### config.mk
export PLATFORM = sky130hd
export DESIGN_NAME = fp2int_convert_sched
export DESIGN_NICKNAME = d
export VERILOG_FILES = /design/src/rtl/fp2int_convert_sched.sv
export SDC_FILE = /design/constraint.sdc
export NUM_CORES = 1
export LEC_CHECK = 0
export BUFFER_PORTS_ARGS = -buffer_cell sky130_fd_sc_hd__buf_4
export CORE_MARGIN = 4
export CORE_UTILIZATION = 49
export CTS_CLUSTER_DIAMETER = 40
export DETAILED_ROUTE_END_ITERATION = 6
export PLACE_DENSITY = 0.84
export SKIP_CTS_REPAIR_TIMING = 1
export SLEW_MARGIN = 20
export SYNTH_ARGS = -nofsm -noshare
export SYNTH_HDL_FRONTEND = slang
export SYNTH_SLANG_ARGS = --single-unit
### constraint.sdc
create_clock -name clk -period 3.4 [get_ports clk]
set_input_delay 0.17 -clock clk [delete_from_list [all_inputs] [get_ports clk]]
set_output_delay 0.17 -clock clk [all_outputs]
set_load 0.02 [all_outputs]
### src/rtl/fp2int_convert_sched.sv
// fp2int_convert_sched: a float32 to int32 converter shared by NREQ requesters.
// A round-robin arbiter grants one request at a time. An iterative shifter
// aligns the mantissa one bit per cycle, truncating toward zero. The result
// returns with the requester ID and the {invalid, overflow, inexact} flags.
//
// Handshake rules: a transfer happens on a rising edge where valid and ready
// are both 1. On the request side, req_ready is a combinational one-hot grant,
// offered only in IDLE. On the response side, resp_valid and the resp_*
// payload hold stable until the edge where resp_ready is also 1.
module fp2int_convert_sched #(
  parameter int NREQ = 4,
  parameter int IDW  = (NREQ > 1) ? $clog2(NREQ) : 1
) (
  input  logic              clk,
  input  logic              rst_n,
  input  logic [NREQ-1:0]   req_valid,
  input  logic [NREQ*32-1:0] req_data,
  output logic [NREQ-1:0]   req_ready,
  output logic              resp_valid,
  input  logic              resp_ready,
  output logic [31:0]       resp_data,
  output logic [IDW-1:0]    resp_id,
  output logic [2:0]        resp_flags,
  output logic              busy,
  output logic [1:0]        dbg_state
);

  typedef enum logic [1:0] {S_IDLE = 2'd0, S_CALC = 2'd1, S_SIGN = 2'd2, S_RESP = 2'd3} state_t;

  state_t           r_state, w_next;
  logic [IDW-1:0]   r_rr_ptr, r_id, r_resp_id;
  logic [31:0]      r_mag, r_resp_data;
  logic [4:0]       r_cnt;
  logic             r_left, r_sticky, r_special, r_sign, r_resp_valid;
  logic [2:0]       r_flags, r_resp_flags;

  logic [NREQ-1:0]  w_grant;
  logic [IDW-1:0]   w_gnt_id;
  logic             w_found, w_accept;
  logic [31:0]      w_op, w_dec_mag;
  logic [7:0]       w_exp;
  logic [4:0]       w_dec_cnt;
  logic             w_dec_left, w_dec_special;
  logic [2:0]       w_dec_flags;

  // Round-robin search upward from r_rr_ptr with wrap-around; grant only in IDLE
  always_comb begin
    int idx;
    idx      = 0;
    w_grant  = '0;
    w_gnt_id = '0;
    w_found  = 1'b0;
    for (int k = 0; k < NREQ; k++) begin
      idx = int'(r_rr_ptr) + k;
      if (idx >= NREQ) idx = idx - NREQ;
      if (!w_found && req_valid[idx]) begin
        w_found  = 1'b1;
        w_gnt_id = IDW'(idx);
      end
    end
    if (r_state == S_IDLE && w_found) w_grant[w_gnt_id] = 1'b1;
  end

  assign req_ready = w_grant;
  assign w_accept  = |(req_valid & req_ready);
  assign w_op      = req_data[32*int'(w_gnt_id) +: 32];
  assign w_exp     = w_op[30:23];

  // Decode the granted operand into a starting magnitude and a shift plan.
  // Special operands load their final value and skip shifting.
  always_comb begin
    w_dec_mag     = {8'd0, 1'b1, w_op[22:0]};
    w_dec_cnt     = 5'd0;
    w_dec_left    = 1'b0;
    w_dec_special = 1'b1;
    w_dec_flags   = 3'b000;
    if (w_exp == 8'd255) begin
      w_dec_mag   = (w_op[22:0] != 23'd0 || !w_op[31]) ? 32'h7FFF_FFFF : 32'h8000_0000;
      w_dec_flags = (w_op[22:0] != 23'd0) ? 3'b100 : 3'b010;
    end else if (w_exp >= 8'd158 && w_op != 32'hCF00_0000) begin
      w_dec_mag   = w_op[31] ? 32'h8000_0000 : 32'h7FFF_FFFF;
      w_dec_flags = 3'b010;
    end else if (w_exp == 8'd0) begin
      w_dec_mag   = 32'd0;
      w_dec_flags = {2'b00, (w_op[22:0] != 23'd0)};
    end else if (w_exp <= 8'd126) begin
      w_dec_mag   = 32'd0;
      w_dec_flags = 3'b001;
    end else begin
      // Unbiased exponent 0..30, or exactly -2^31 (exponent 31, mantissa 0)
      w_dec_special = 1'b0;
      if (w_exp < 8'd150) begin
        w_dec_cnt = 5'(8'd150 - w_exp);
      end else begin
        w_dec_cnt  = 5'(w_exp - 8'd150);
        w_dec_left = 1'b1;
      end
    end
  end

  // State register
  always_ff @(posedge clk or negedge rst_n) begin
    if (!rst_n) r_state <= S_IDLE;
    else        r_state <= w_next;
  end

  // Next-state logic: CALC lasts max(N,1) cycles, SIGN one, RESP until accepted
  always_comb begin
    w_next = r_state;
    case (r_state)
      S_IDLE: if (w_accept) w_next = S_CALC;
      S_CALC: if (r_cnt <= 5'd1) w_next = S_SIGN;
      S_SIGN: w_next = S_RESP;
      S_RESP: if (resp_ready) w_next = S_IDLE;
      default: w_next = S_IDLE;
    endcase
  end

  // Datapath: latch on accept, shift in CALC, negate in SIGN, hold in RESP
  always_ff @(posedge clk or negedge rst_n) begin
    if (!rst_n) begin
      r_rr_ptr     <= '0;
      r_id         <= '0;
      r_mag        <= '0;
      r_cnt        <= '0;
      r_left       <= 1'b0;
      r_sticky     <= 1'b0;
      r_special    <= 1'b0;
      r_sign       <= 1'b0;
      r_flags      <= '0;
      r_resp_valid <= 1'b0;
      r_resp_data  <= '0;
      r_resp_id    <= '0;
      r_resp_flags <= '0;
    end else begin
      case (r_state)
        S_IDLE: if (w_accept) begin
          r_mag     <= w_dec_mag;
          r_cnt     <= w_dec_cnt;
          r_left    <= w_dec_left;
          r_special <= w_dec_special;
          r_sign    <= w_op[31];
          r_sticky  <= 1'b0;
          r_flags   <= w_dec_flags;
          r_id      <= w_gnt_id;
          r_rr_ptr  <= (w_gnt_id == IDW'(NREQ - 1)) ? '0 : w_gnt_id + 1'b1;
        end
        S_CALC: if (r_cnt != 5'd0) begin
          if (r_left) begin
            r_mag <= r_mag << 1;
          end else begin
            r_mag    <= r_mag >> 1;
            r_sticky <= r_sticky | r_mag[0];
          end
          r_cnt <= r_cnt - 5'd1;
        end
        S_SIGN: begin
          r_resp_data  <= (r_sign && !r_special) ? (~r_mag + 32'd1) : r_mag;
          r_resp_flags <= r_special ? r_flags : {2'b00, r_sticky};
          r_resp_id    <= r_id;
          r_resp_valid <= 1'b1;
        end
        S_RESP: if (resp_ready) r_resp_valid <= 1'b0;
        default: ;
      endcase
    end
  end

  assign resp_valid = r_resp_valid;
  assign resp_data  = r_resp_data;
  assign resp_id    = r_resp_id;
  assign resp_flags = r_resp_flags;
  assign busy       = (r_state != S_IDLE);
  assign dbg_state  = r_state;

endmodule

==> results of run 1 <==
## cells by family after synthesis
family | Yosys count | synth area share (%)
and+or+nand+nor | 313 | 23.57
AOI/OAI and AO/OA | 227 | 22.37
buffers and inverters | 88 | 5.816
DFF | 88 | 33.56
muxes | 41 | 6.846
xor gates and xnor gates | 33 | 4.405
adders and majority gates | 18 | 3.433
## final timing paths
| check | from | to | slack, ns | cells past startpoint |
|---|---|---|---|---|
| hold / removal | resp_ready | resp_valid | 0.1 | 3 |
| max in group asynchronous | rst_n | resp_data[14] | 2.07 | 3 |
| setup / recovery | r_rr_ptr[0] | r_mag[14] | -0.34 | 13 |
| setup reg to reg | r_rr_ptr[0] | r_mag[14] | -0.34 | 13 |
| min in group asynchronous | rst_n | resp_id[0] | 0.48 | 2 |
| hold reg to reg | r_flags[1] | r_flags[1] | 0.49 | 2 |
## through the flow
stage | instances | TNS [ns] | cell area [um2]
5_1_grt | 1229 | -13.69 | 9672
2_1_floorplan | 808 | 0 | 6573
3_5_place_dp | 1172 | -2.540 | 8512
3_3_place_gp | 1172 | -0.1614 | 8512
6_report | 1229 | -9.375 | 9672
4_1_cts | 1188 | -4.095 | 8840
## sequential cells by signal (all words and copies together) (netlist names)
signal      flops
r_sign          1
r_flags         3
r_id            2
r_left          1
r_sticky        1
resp_id         2
r_cnt           5
r_mag          32
dbg_state       2
resp_flags      3
resp_valid      1
resp_data      32
r_rr_ptr        2
r_special       1
## final cells by class
| type | instances | area [um2] | share of cell area [%] |
|---|---|---|---|
| Clock inverter | 3 | 47.55 | 0.4916 |
| Tap cell | 176 | 220.2 | 2.277 |
| Multi-Input combinational cell | 635 | 4446 | 45.96 |
| Inverter | 22 | 87.58 | 0.9056 |
| Sequential cell | 88 | 2202 | 22.77 |
| Clock buffer | 13 | 280.3 | 2.898 |
| Timing Repair Buffer | 292 | 2389 | 24.70 |
## report_power, final
group	internal [W]	leakage [nW]	switching, W
sequential	0.00160	1.01	0.000626
clock	0.000653	0.162	0.000424
combinational	0.00325	3.09	0.00399
## worst reg2reg max path, cell delays in order, from the launching register on
cell	delay [ns]
dfrtp_1	0.44
nor2b_2	0.21
buf_4	0.15
a211oi_4	0.07
clkbuf_16	0.21
o21ai_1	0.22
nand3_1	0.14
a222oi_1	0.43
or4b_4	0.56
nor4_4	0.32
buf_4	0.21
o211ai_4	0.14
o32a_1	0.36
a21oi_1	0.20
## routing by layer
layer  wire length, um  vias up  GRT usage [%]
li1                  -     3421              -
met1              9681     3632          38.59
met2             11580      610          43.43
met3              2798      144          4.360
met4              1603        0          12.87
met5                 0        -              0
## cell usage after synthesis (all sizes together) (20+ instances only)
library cell | count | area share [%]
a211oi | 22 | 2.8
a21oi | 61 | 4.7
a31oi | 20 | 1.9
and3 | 22 | 2.1
buf | 29 | 2.4
clkbuf | 37 | 2.1
dfrtp | 88 | 34
inv | 21 | 1.2
mux2 | 31 | 5.3
nand2 | 59 | 3.4
nand3 | 90 | 6.9
nor2 | 78 | 4.5
o21ai | 62 | 4.7
==> flow_summary_export.csv, run 1 <==
group,metric,value,unit
timing,fin_skew,0.01487,ns
setup_path,critical_path_arrival,4.00,ns
logic_synthesis,post_synth.cell_area_avg,8.120,um2
pwr,leakage,4.263,nW
clocking,clock_latency,0.35,ns
final_layout,diodes,0,
timing,slew_headroom,38.84,%
setup_path,worstPathRequired,3.66,ns
setup_path,crit_path_top_delay_cell,"or4b_4",
placement,pre_cts_ws,-0.1522,ns
global_route,grt_pass1_vias,6822,
logic_synthesis,synth-seq-area-share,33.56,%
setup_path,critical-path-max-stage-delay,0.56,ns
clocking,clock-root-buffer,"clkbuf_16",
global_route,grt_max_degree,64,
min_path,hold_path.class,"input port to flop",
route,dr.pass1.iters,6,
clocking,cts_buffers,9,
setup_path,path_cells,"nor2b_2 > buf_4 > a211oi_4 > clkbuf_16 > o21ai_1 > nand3_1 > a222oi_1 > or4b_4 > nor4_4 > buf_4 > o211ai_4 > o32a_1 > a21oi_1",
global_route,track_usage,28.03,%
floorplan,row_count,42,
logic_synthesis,synthesis.area,6561,um2
timing,rsz0062_at_grt,"true",
route,drcViolationCount,0,
timing,worst_pin_slew,0.9174,ns
timing,fin_ws,-0.3412,ns
setup_path,crit_path_end_kind,"flop",
floorplan,die_x,123.7,um
route,vias,7807,
logic_synthesis,ys_warn_count,0,
setup_path,worst-path-max-fanout,10,
logic_synthesis,ys_ff_latch,88,
final_layout,nets,1201,
global_route,grt-ovfl-total,0,
route,wl_per_cell,20.88,um
timing,final_max_slew_viol_count,0,
timing,finalSetupViolCount,41,
floorplan,pin_count,180,
logic_synthesis,synth_cells,808,
timing,max_freq,0.2673,GHz
global_route,grt_pass1_wl,34.12,mm
logic_synthesis,synth_edf_count,0,
final_layout,final_common_cell,"buf_4",
route,drtAntennaViolNets,0,
status,status,"complete, but fails checks",
placement,io_buffer_count,179,
pwr,power,0.01054,W
pwr,ir_drop,0.4534,mV
final_layout,finish.utilization,73.33,%
floorplan,die_area,15310,um2
timing,whs,0.09794,ns
final_layout,nFillCells,936,
logic_synthesis,synth_nets,961,
final_layout,mostFrequentLayoutCells,"buf_4, dfrtp_1, nand3_1",
placement,routabilityCongestion,0.9808,
clocking,clk_pin_slew,0.07,ns
status,violations,"negative setup slack",
final_layout,drive_gt1_share,39.32,%
setup_path,cp_common_cell,"buf_4",
logic_synthesis,async_flop_share,100.0,%
job,drv_cap,0,
setup_path,crit_family,"compound AO/OA/AOI/OAI gates",
global_route,antenna_found_initial,0,
floorplan,core-area,13190,um2
route,wirelength,25.66,mm
route,routed_via_density,6.352,
timing,min_period_over_period,110.0,%
logic_synthesis,synth.distinct_cells,64,
timing,fin_crit,3.741,ns
placement,dp.final_hpwl,16.55,mm
floorplan,dieHeight,123.7,um
setup_path,worstPathBufferInverterCount,3,
clocking,cts_tree,"done",
pwr,power.density,1090,nW/um2
clocking,htree_levels,3,
setup_path,path_class,"flop to flop",
logic_synthesis,synth-main-ff-cell,"dfrtp_1",
clocking,cts_max_path_buffers,2,
route,drt_iter0_markers,916,
setup_path,start_kind,"flop",
final_layout,area_growth,47.41,%
timing,hold_viol_final,0,
clocking,clock-sinks,88,
floorplan,initial_core_util,49.74,%
Power figures use the tool's default switching activity.
==> inputs of run 2 (changes only) <==
REMOVE_ABC_BUFFERS = 1   (was unset)
==> run 2 against run 1 <==
Compared with the run above: the flow finishes with violations (design-rule violations, negative setup slack); routed wire length decreased by 7.9%; clock skew fell by 0.0036 ns; first-iteration DRC count up 4.3%; largest power group unchanged; total power is 7.0% lower; final area down 6.1%; sequential power barely moved; critical path depth rose by 1; worst hold slack worse by 0.0032 ns.
==> flow_summary_export.csv, run 2 (synthesized netlist as in run 1, its figures left out) <==
group,metric,value,unit
status,status,"complete, but fails checks",
status,violations,"design-rule violations, negative setup slack",
timing,min_period_over_period,105.2,%
global_route,antenna_found_initial,0,
clocking,cts_buffers,9,
clocking,clock-sinks,88,
final_layout,final_cells,1189,
route,dr.pass1.iters,7,
floorplan,die_area,15310,um2
route,vias,7459,
placement,io_buffer_count,179,
timing,fin_ws,-0.1777,ns
global_route,grt_pass1_wl,34.08,mm
final_layout,drive_gt1_share,34.35,%
clocking,cts_tree,"done",
global_route,grt-ovfl-total,0,
final_layout,nets,1161,
pwr,power.density,1080,nW/um2
setup_path,worstPathRequired,3.66,ns
route,wl_per_cell,19.87,um
final_layout,area_growth,38.39,%
job,drv_cap,0,
pwr,leakage,3.988,nW
timing,finalSetupViolCount,36,
setup_path,crit_path_end_kind,"flop",
final_layout,diodes,0,
pwr,power,0.009809,W
floorplan,dieHeight,123.7,um
clocking,htree_levels,3,
global_route,grt_max_degree,89,
floorplan,core-area,13190,um2
min_path,hold_path.class,"input port to flop",
placement,dp.final_hpwl,16.34,mm
clocking,clk_pin_slew,0.06,ns
route,wirelength,23.63,mm
floorplan,row_count,42,
floorplan,initial_core_util,49.74,%
setup_path,critical_path_arrival,3.83,ns
final_layout,final_common_cell,"buf_4",
timing,fin_skew,0.01128,ns
clocking,clock_latency,0.36,ns
placement,dp.cells,1157,
timing,max_freq,0.2795,GHz
placement,pre_cts_ws,-0.09468,ns
route,drtAntennaViolNets,0,
route,drcViolationCount,12,
global_route,grt_pass1_vias,6835,
floorplan,die_x,123.7,um
setup_path,path_class,"flop to flop",
timing,worst_pin_slew,0.8285,ns
timing,hold_viol_final,0,
floorplan,pin_count,180,
placement,routabilityCongestion,0.9457,
setup_path,worst-path-max-fanout,21,
pwr,ir_drop,0.4491,mV
route,routed_via_density,6.273,
clocking,clock-root-buffer,"clkbuf_16",
route,drt_iter0_markers,955,
final_layout,mostFrequentLayoutCells,"buf_4, nand3_1, dfrtp_1",
setup_path,start_kind,"flop",
timing,slew_headroom,44.77,%
timing,tns,-2.428,ns
clocking,cts_max_path_buffers,2,
final_layout,nFillCells,975,
global_route,track_usage,28.07,%
timing,fin_crit,3.578,ns
timing,rsz0062_at_grt,"true",
timing,final_max_slew_viol_count,0,
timing,whs,0.09471,ns
## run 2: cell count changes in the layout (fill, tap and decap cells not counted), moves of 6 or more
cell,previous run,this run
buf_4,275,237
o21ai_1,8,0
o21ai_0,52,62
nand3_2,8,1
nand3_1,82,89
a211oi_4,9,3
## run 2: path summary, 6_finish.rpt
kind / from / to / slack (ns) / cells past startpoint
worst min-delay path: resp_ready / resp_valid / 0.09 / 3
max in group asynchronous: rst_n / r_rr_ptr[0] / 2.32 / 2
min in group asynchronous: rst_n / resp_data[27] / 0.46 / 2
worst max-delay path: r_rr_ptr[1] / r_mag[7] / -0.18 / 14
worst max register to register: r_rr_ptr[1] / r_mag[7] / -0.18 / 14
worst min register to register: r_flags[0] / r_flags[0] / 0.48 / 2
## run 2: area by class of cell
cell class                      instances  area (um2)  area share, %
Clock buffer                           10       239.0          2.632
Inverter                               22       85.08         0.9370
Tap cell                              176       220.2          2.425
Timing Repair inverter                  1       7.507        0.08268
Sequential cell                        88        2203          24.27
Clock inverter                          6       65.06         0.7165
Multi-Input combinational cell        635        4245          46.75
Timing Repair Buffer                  251        2014          22.19
## run 2: critical path, stage by stage (launching register included)
cell,delay (ns)
dfrtp_1,0.40
nand2_2,0.12
a211o_4,0.37
buf_12,0.16
and3_1,0.21
a211oi_2,0.23
buf_4,0.17
o22ai_1,0.07
or4_4,0.57
nor4_4,0.30
buf_6,0.17
buf_6,0.12
o211ai_4,0.13
nand3b_1,0.23
a31oi_1,0.23
## run 2: per-layer routing
metal  track usage, %  routed length [um]  vias up  share of wire (%)
li1                 -                   -     3351                  -
met1            37.28                8788     3415                 37
met2            44.85               10840      560                 46
met3            5.495                2741      133                 12
met4            11.76                1252        0                5.3
met5                0                   0        -                  0
## run 2: power breakdown
group	internal [W]	switching [W]	leakage (nW)
combinational	0.00282	0.00373	2.83
clock	0.000593	0.000444	0.149
sequential	0.00160	0.000621	1.01
## run 2: through the flow
step	utilization (%)	instance area, um2
6_report	68.84	9080
5_1_grt	68.84	9080
4_1_cts	65.68	8663
3_5_place_dp	63.38	8359
3_3_place_gp	63.38	8359
2_1_floorplan	-	6262
==> inputs of run 3 (changes only) <==
clock period = 3.2 ns   (was 3.4 ns; I/O delays follow)
==> run 3 against run 2 <==
Compared with the run above: the run still ends with design-rule violations, negative setup slack left; routed wire length up 5.8%; first-iteration DRC count up 9.1%; sequential cell count unchanged; utilization up 3.4 points; register-to-register slack worse by 0.37 ns.
==> flow_summary_export.csv, run 3 (synthesized netlist as in run 1, its figures left out) <==
group,metric,value,unit
status,status,"complete, but fails checks",
status,violations,"design-rule violations, negative setup slack",
pwr,leakage,4.232,nW
route,routed_via_density,6.303,
global_route,track_usage,29.09,%
final_layout,mostFrequentLayoutCells,"buf_4, nand3_1, dfrtp_1",
floorplan,dieHeight,123.7,um
global_route,antenna_found_initial,0,
route,wl_per_cell,20.27,um
clocking,clk_pin_slew,0.07,ns
route,dr.pass1.iters,7,
floorplan,initial_core_util,49.74,%
timing,fin_crit,3.752,ns
final_layout,nets,1205,
setup_path,worstPathBufferInverterCount,3,
floorplan,die_area,15310,um2
placement,dp.final_hpwl,16.62,mm
timing,slew_headroom,42.59,%
setup_path,crit_path_top_delay_cell,"or4_4",
setup_path,crit_family,"compound AO/OA/AOI/OAI gates",
final_layout,nFillCells,906,
route,drcViolationCount,5,
route,drt_iter0_markers,1042,
setup_path,start_kind,"flop",
timing,fin_skew,0.01355,ns
clocking,clock-sinks,88,
placement,pre_cts_ws,-0.3563,ns
timing,max_freq,0.2665,GHz
floorplan,core-area,13190,um2
floorplan,row_count,42,
timing,min_period_over_period,117.3,%
placement,routabilityCongestion,0.9110,
global_route,grt-ovfl-total,0,
setup_path,path_class,"flop to flop",
clocking,clock-root-buffer,"clkbuf_16",
global_route,grt_max_degree,89,
pwr,power,0.01118,W
route,wirelength,25.00,mm
route,vias,7772,
timing,worst_pin_slew,0.8533,ns
timing,fin_ws,-0.5523,ns
pwr,power.density,1174,nW/um2
timing,finalSetupViolCount,41,
timing,rsz0062_at_grt,"true",
global_route,grt_pass1_vias,6971,
final_layout,final_common_cell,"buf_4",
setup_path,worst-path-max-fanout,34,
placement,io_buffer_count,179,
timing,final_max_slew_viol_count,0,
global_route,grt_pass1_wl,35.18,mm
setup_path,path_cells,"nand2_2 > a211o_2 > buf_12 > and3_1 > a211oi_1 > o22ai_2 > or4_4 > nor4_4 > buf_4 > o211ai_4 > buf_6 > o32a_1 > a22oi_1",
setup_path,worstPathRequired,3.46,ns
clocking,cts_tree,"done",
floorplan,pin_count,180,
clocking,clock_latency,0.36,ns
setup_path,critical-path-max-stage-delay,0.58,ns
clocking,htree_levels,3,
final_layout,final_cells,1233,
clocking,cts_buffers,9,
final_layout,drive_gt1_share,38.69,%
job,drv_cap,0,
setup_path,critical_path_arrival,4.01,ns
timing,hold_viol_final,0,
route,drtAntennaViolNets,0,
floorplan,die_x,123.7,um
clocking,cts_max_path_buffers,2,
final_layout,diodes,0,
placement,dp.cells,1197,
final_layout,area_growth,45.21,%
setup_path,crit_path_end_kind,"flop",
pwr,ir_drop,0.4508,mV
min_path,hold_path.class,"input port to flop",
-- run 3: report_power, final --
part           switching, W  internal (W)
Combinational       0.00425       0.00348
Clock              0.000475      0.000629
Sequential         0.000643       0.00170
Total               0.00537       0.00581
-- run 3: tightest hold or removal path, stage by stage --
cell and delay [ns]:
buf_4 0.08, inv_1 0.05, o2bb2ai_1 0.12
-- run 3: layer usage --
| layer | part of all wire [%] | vias to the layer above | global-route usage, % |
|---|---|---|---|
| li1 | - | 3434 | - |
| met1 | 37 | 3604 | 38.56 |
| met2 | 46 | 595 | 46.00 |
| met3 | 12 | 139 | 7.130 |
| met4 | 5.1 | 0 | 11.14 |
| met5 | 0 | - | 0 |
-- run 3: final timing paths --
kind / startpoint / to / slack (ns) / cells after the start
worst min-delay path: resp_ready / resp_valid / 0.08 / 3
min in group asynchronous: rst_n / resp_data[24] / 0.42 / 2
worst max register to register: r_rr_ptr[1] / r_mag[0] / -0.55 / 13
max in group asynchronous: rst_n / r_mag[4] / 2.19 / 2
worst max-delay path: r_rr_ptr[1] / r_mag[0] / -0.55 / 13
worst min register to register: r_flags[1] / r_flags[1] / 0.49 / 2
-- run 3: area by class of cell --
class	instances	area (um2)	share of cell area, %
multi-input cells	633	4292	45.04
repair buffers	298	2419	25.38
flip-flops and latches	88	2202	23.11
clock buffers	10	239.0	2.508
well taps	176	220.2	2.311
inverters	22	90.09	0.9455
clock inverters	6	66.31	0.6960
-- run 3: per-stage QoR --
stage	instance area, um2	hold slack, ns	setup TNS [ns]	utilization, %
3_3_place_gp	8672	0.4345	-4.762	65.75
2_1_floorplan	6262	-0.1356	-76.11	-
3_5_place_dp	8672	0.4368	-9.712	65.75
6_report	9528	0.08019	-17.56	72.23
5_1_grt	9528	0.09402	-21.48	72.23
4_1_cts	8977	0.06555	-11.06	68.06
